### config.mk
export PLATFORM = sky130hd
export DESIGN_NAME = polylut_argmax_out
export DESIGN_NICKNAME = d
export VERILOG_FILES = /design/src/rtl/polylut_argmax_out.sv
export SDC_FILE = /design/constraint.sdc
export NUM_CORES = 1
export LEC_CHECK = 0
export CORE_UTILIZATION = 54
export DETAILED_ROUTE_END_ITERATION = 8
export PLACE_DENSITY = 0.77
export SYNTH_ARGS = -nofsm -noshare
export SYNTH_HDL_FRONTEND = slang
export SYNTH_SLANG_ARGS = --single-unit
### constraint.sdc
create_clock -name clk -period 9.2 [get_ports clk]
set_clock_uncertainty 0.1 [all_clocks]
set_input_delay 1.84 -clock clk [delete_from_list [all_inputs] [get_ports clk]]
set_output_delay 1.84 -clock clk [all_outputs]
set_load 0.1 [all_outputs]
### src/rtl/polylut_argmax_out.sv
// Output stage for the polylut_add core: aligns the core's valid, picks the winning class
// with a two-stage signed argmax, and queues results for the host behind a dropping FIFO.
module polylut_argmax_out #(
    parameter int unsigned NUM_CLASSES  = 5,
    parameter int unsigned OUT_BITS     = 5,
    parameter int unsigned CORE_LATENCY = 5,
    parameter int unsigned FIFO_DEPTH   = 4,
    parameter int unsigned CNT_BITS     = 16,
    localparam int unsigned CLS_BITS    = (NUM_CLASSES > 1) ? $clog2(NUM_CLASSES) : 1
) (
    input  logic                            clk,
    input  logic                            rst,
    input  logic                            in_valid,
    input  logic [NUM_CLASSES*OUT_BITS-1:0] M10,
    output logic                            out_valid,
    input  logic                            out_ready,
    output logic [CLS_BITS-1:0]             out_class,
    output logic [OUT_BITS-1:0]             out_score,
    output logic                            overflow,
    output logic [CNT_BITS-1:0]             drop_count
);

    localparam int unsigned NUM_A    = (NUM_CLASSES + 1) / 2;
    localparam int unsigned PTR_BITS = (FIFO_DEPTH > 1) ? $clog2(FIFO_DEPTH) : 1;
    localparam int unsigned OCC_BITS = $clog2(FIFO_DEPTH) + 1;
    localparam int unsigned ENT_BITS = CLS_BITS + OUT_BITS;

    // Valid alignment: the tap is high in the cycle the matching M10 is present.
    logic [CORE_LATENCY-1:0] r_vdly;
    logic                    w_v_al;

    always_ff @(posedge clk) begin
        if (rst) begin
            r_vdly <= '0;
        end else begin
            r_vdly <= (r_vdly << 1) | CORE_LATENCY'(in_valid);
        end
    end

    assign w_v_al = r_vdly[CORE_LATENCY-1];

    logic signed [OUT_BITS-1:0] w_c [NUM_CLASSES];

    always_comb begin
        for (int k = 0; k < int'(NUM_CLASSES); k++) begin
            w_c[k] = M10[k*OUT_BITS +: OUT_BITS];
        end
    end

    // Stage A: pairwise compare; an unpaired last class compares against itself and passes.
    logic [CLS_BITS-1:0]        w_a_idx   [NUM_A];
    logic signed [OUT_BITS-1:0] w_a_score [NUM_A];
    logic [CLS_BITS-1:0]        r_a_idx   [NUM_A];
    logic signed [OUT_BITS-1:0] r_a_score [NUM_A];
    logic                       r_va;

    always_comb begin
        for (int i = 0; i < int'(NUM_A); i++) begin
            int j;
            j = (2 * i + 1 < int'(NUM_CLASSES)) ? 2 * i + 1 : 2 * i;
            w_a_idx[i]   = CLS_BITS'(2 * i);
            w_a_score[i] = w_c[2*i];
            if (w_c[j] > w_c[2*i]) begin
                w_a_idx[i]   = CLS_BITS'(j);
                w_a_score[i] = w_c[j];
            end
        end
    end

    always_ff @(posedge clk) begin
        if (rst) begin
            r_va <= 1'b0;
        end else begin
            r_va <= w_v_al;
        end
    end

    always_ff @(posedge clk) begin
        r_a_idx   <= w_a_idx;
        r_a_score <= w_a_score;
    end

    // Stage B: reduce in index order with strict greater-than so ties keep the lower index.
    logic [CLS_BITS-1:0]        w_b_idx;
    logic signed [OUT_BITS-1:0] w_b_score;
    logic [CLS_BITS-1:0]        r_b_idx;
    logic signed [OUT_BITS-1:0] r_b_score;
    logic                       r_vb;

    always_comb begin
        w_b_idx   = r_a_idx[0];
        w_b_score = r_a_score[0];
        for (int i = 1; i < int'(NUM_A); i++) begin
            if (r_a_score[i] > w_b_score) begin
                w_b_idx   = r_a_idx[i];
                w_b_score = r_a_score[i];
            end
        end
    end

    always_ff @(posedge clk) begin
        if (rst) begin
            r_vb <= 1'b0;
        end else begin
            r_vb <= r_va;
        end
    end

    always_ff @(posedge clk) begin
        r_b_idx   <= w_b_idx;
        r_b_score <= w_b_score;
    end

    // Result FIFO; the core cannot stall, so a push into a full FIFO without a pop is dropped.
    logic [ENT_BITS-1:0] r_mem [FIFO_DEPTH];
    logic [PTR_BITS-1:0] r_wr_ptr;
    logic [PTR_BITS-1:0] r_rd_ptr;
    logic [OCC_BITS-1:0] r_occ;
    logic [OCC_BITS-1:0] w_occ_d;
    logic                r_out_valid;
    logic                r_overflow;
    logic [CNT_BITS-1:0] r_drop_cnt;
    logic                w_full;
    logic                w_pop;
    logic                w_push;
    logic                w_drop;
    logic [ENT_BITS-1:0] w_head;

    assign w_full = (r_occ == OCC_BITS'(FIFO_DEPTH));
    assign w_pop  = r_out_valid & out_ready;
    assign w_push = r_vb & (~w_full | w_pop);
    assign w_drop = r_vb & w_full & ~w_pop;

    always_comb begin
        w_occ_d = r_occ;
        if (w_push && !w_pop) begin
            w_occ_d = r_occ + 1'b1;
        end else if (!w_push && w_pop) begin
            w_occ_d = r_occ - 1'b1;
        end
    end

    always_ff @(posedge clk) begin
        if (rst) begin
            r_wr_ptr    <= '0;
            r_rd_ptr    <= '0;
            r_occ       <= '0;
            r_out_valid <= 1'b0;
            r_overflow  <= 1'b0;
            r_drop_cnt  <= '0;
        end else begin
            if (w_push) begin
                r_wr_ptr <= r_wr_ptr + 1'b1;
            end
            if (w_pop) begin
                r_rd_ptr <= r_rd_ptr + 1'b1;
            end
            r_occ       <= w_occ_d;
            r_out_valid <= (w_occ_d != '0);
            if (w_drop) begin
                r_overflow <= 1'b1;
                if (r_drop_cnt != '1) begin
                    r_drop_cnt <= r_drop_cnt + 1'b1;
                end
            end
        end
    end

    always_ff @(posedge clk) begin
        if (w_push) begin
            r_mem[r_wr_ptr] <= {r_b_idx, r_b_score};
        end
    end

    assign w_head     = r_mem[r_rd_ptr];
    assign out_valid  = r_out_valid;
    assign out_class  = r_out_valid ? w_head[ENT_BITS-1 -: CLS_BITS] : '0;
    assign out_score  = r_out_valid ? w_head[OUT_BITS-1:0] : '0;
    assign overflow   = r_overflow;
    assign drop_count = r_drop_cnt;

endmodule

==> run_results.csv <==
group,metric,value,unit
layout,drive_above_1_share,9.11,%
yosys,synth.area.top_cells,"dfxtp_1, edfxtp_1, ha_1",
layout,final.fill_count,598,
placed_design,gp_congestion,0.813,
clocking,postCtsSetupRepairBufs,0,
layout,area_growth,18.7,%
setup_path,critPathKind,"register to primary output",
pwr,switching_share,35.2,%
routing,top_layer_used,"met4",
routing,met3WireLength,275,um
routing,routed_wl,7970,um
sta,min_period,4680,ps
sta,fmax,0.214,GHz
floorplan,pin_count,55,
yosys,synth.distinct_cells,60,
routing,num_vias,3166,
status,status,"finished clean",
yosys,synth_cells,397,
pwr,p_comb_share,31.2,%
routing,via_per_inst,5.74,
yosys,yosys.area_share.simple,16.6,%
layout,fin_nets,502,
yosys,synth_top_area_share,26.8,%
layout,instances_no_fill,552,
setup_path,r2r-end,"r_b_score[0]$_DFF_P_",
layout,final_core_util,66.9,%
pwr,p_int,0.783,mW
yosys,synth-edff-count,32,
worst_hold_path,worstHoldStart,"r_va$_SDFF_PP0_",
yosys,ys_ff_latch,91,
layout,antennaDiodeCount,0,
clocking,clock_path_buffers,2,
yosys,synth_top_family_by_area,"simple AND/OR/NAND/NOR gates",
floorplan,start_util,56.3,%
setup_path,critical_path.max_fanout,8,
yosys,syn_area_per_cell,11.1,sq um
grt,grt_overflow_total,0,
clocking,clk_pin_slew,90,ps
clocking,cts_root_buf,"clkbuf_8",
routing,postRouteAntennaNets,0,
clocking,cts.repair.resized,0,
placed_design,place_area,0.00499,sq mm
layout,final_common_cell,"dfxtp_1",
worst_hold_path,holdPathStages,1,
routing,met1_length,3570,um
sta,post-route-period-util,50.8,%
grt,antenna_found_initial,0,
yosys,mappedNetlistArea,0.00440,sq mm
yosys,yosys.area.top_type,"dfxtp_1",
layout,area.sequential,0.00214,sq mm
placed_design,place_hpwl,5610,um
setup_path,arrival,2740,ps
pwr,leakage,1.96,nW
yosys,synth_mux_area_share,7.20,%
sta,setup_slack,4520,ps
pwr,seq_power_share,43.3,%
floorplan,core-area,0.00781,sq mm
setup_path,rrSetupSlack,5810,ps
yosys,synth_compound_area_share,12.1,%
sta,final_max_slew_viol_count,0,
yosys,synth_xor_area_share,3.19,%
grt,grt_max_degree,35,
floorplan,die_area,0.00851,sq mm
floorplan,die_x,92.3,um
grt,grt_first_pass_wirelength,13600,um
sta,relSlewSlack,18.1,%
clocking,cts_buffers,9,
routing,drt_drc_violations_left,0,
setup_path,end_kind,"primary output",
routing,wl_met2,4010,um
sta,finalSetupViolations,0,
pwr,ir_drop,119,uV
routing,drtIter0Drc,87,
placed_design,dp_cells,536,
placed_design,port_buffers,54,
flow_run,maxCapViolCount,0,
grt,grt_use_total,20.1,%
clocking,cts_sinks,91,
setup_path,worstSetupStartpointType,"register",
layout,mostFrequentLayoutCells,"dfxtp_1, clkdlybuf4s50_1, edfxtp_1",
yosys,yosys_most_used_dff,"dfxtp_1",
clocking,clock_latency,360,ps
yosys,synthAdderAreaFrac,7.96,%
clocking,htreeDepth,3,
worst_hold_path,worstHoldPathType,"register to register",
sta,tightest_slew,1210,ps
sta,setup_tns,0,ps
sta,hold_viol,0,
layout,multi_input_area,0.00207,sq mm
pwr,p_per_area,231,mW/mm^2
routing,wl_per_cell,14.4,um
placed_design,preCtsSetupSlack,4740,ps
floorplan,num_rows,32,
clocking,postCtsHoldBufs,0,
pwr,power,1.21,mW
floorplan,die_y,92.3,um
pwr,pwr-share-clk,25.4,%
setup_path,r2r-start,"r_a_score[14]$_DFF_P_",
worst_hold_path,holdPathEnd,"r_vb$_SDFF_PP0_",
yosys,yosys_warnings,0,
setup_path,r2r_cells,10,
clocking,cts_tree,"built",
grt,grt_pass1_vias,3094,
yosys,seq_area_frac_synth,48.7,%
routing,dr.pass1.iters,6,
yosys,async_flop_share,0,%
layout,fin_area,0.00522,sq mm
yosys,syn-num-nets,454,
sta,timing.hold.ws,340,ps
setup_path,critPathRequiredTime,7260,ps
pwr,switching_power,0.424,mW
sta,rsz0062_at_grt,"no",
## logic make-up after synthesis
kind of cell,Yosys count
and+or+nand+nor,133
DFF,91
AOI/OAI and AO/OA,62
buffers and inverters,46
adders and majority gates,28
muxes,21
xor gates and xnor gates,16
## worst max path at each step
stage	start	endpoint	slack, ps	cells past startpoint
2_1_floorplan	out_valid$_SDFF_PP0_	out_class[0]	5150	2
3_3_place_gp	register	out_class[0]	4900	3
3_5_place_dp	M10[5]	r_a_score[12]$_DFF_P_	4740	6
4_1_cts	register	out_score[4]	4470	3
5_1_grt	register	out_class[0]	4420	3
6_report	register	out_score[4]	4520	3
## registers in the layout, indices dropped and copies added, names as in the netlist, named ones only
register    flops
drop_count     16
r_wr_ptr        2
r_a_idx         2
r_va            1
overflow        1
r_b_score       5
r_a_score      15
r_vdly          5
out_valid       1
r_vb            1
r_occ           3
r_b_idx         3
r_mem          32
r_rd_ptr        2
## cell type report
type,instances,area share (%)
clock buffers,9,2.37
inverters,28,2.01
multi-input cells,260,39.6
well taps,102,2.44
clock inverters,7,2.06
repair buffers,55,10.5
flip-flops and latches,91,41.0
## routing by layer
| metal | GRT usage [%] | up-vias |
|---|---|---|
| li1 | - | 1559 |
| met1 | 23.7 | 1531 |
| met2 | 36.0 | 64 |
| met3 | 4.56 | 12 |
| met4 | 6.25 | 0 |
| met5 | 0 | - |
## power groups by stage
| stage | clock [mW] | sequential (mW) | combinational (mW) |
|---|---|---|---|
| final | 0.307 | 0.523 | 0.377 |
| after global routing | 0.326 | 0.531 | 0.406 |
| after CTS | 0.311 | 0.524 | 0.378 |
| after detailed placement | 0 | 0.533 | 0.374 |
| after global placement | 0 | 0.531 | 0.364 |
| after floorplan | 0 | 0.525 | 0.296 |
## synthesized netlist by cell type, types with 5 or more instances
cell type and count:
dfxtp_1 59, edfxtp_1 32, nor2_1 29, ha_1 28, nand2_1 28, inv_1 27
nand3_1 15, and2_1 12, xnor2_1 12, mux2i_1 11, nor4_1 11, a311o_1 10
nor2b_1 10, clkbuf_1 9, mux4_2 8, o311ai_0 8, a211oi_1 7, a21oi_1 7
buf_2 5
## critical path, stage by stage (launching register included)
cell and delay (ps):
dfxtp_1 670, mux4_2 580, and2_1 170, clkdlybuf4s50_1 960
(Power assumes the default switching activity.)
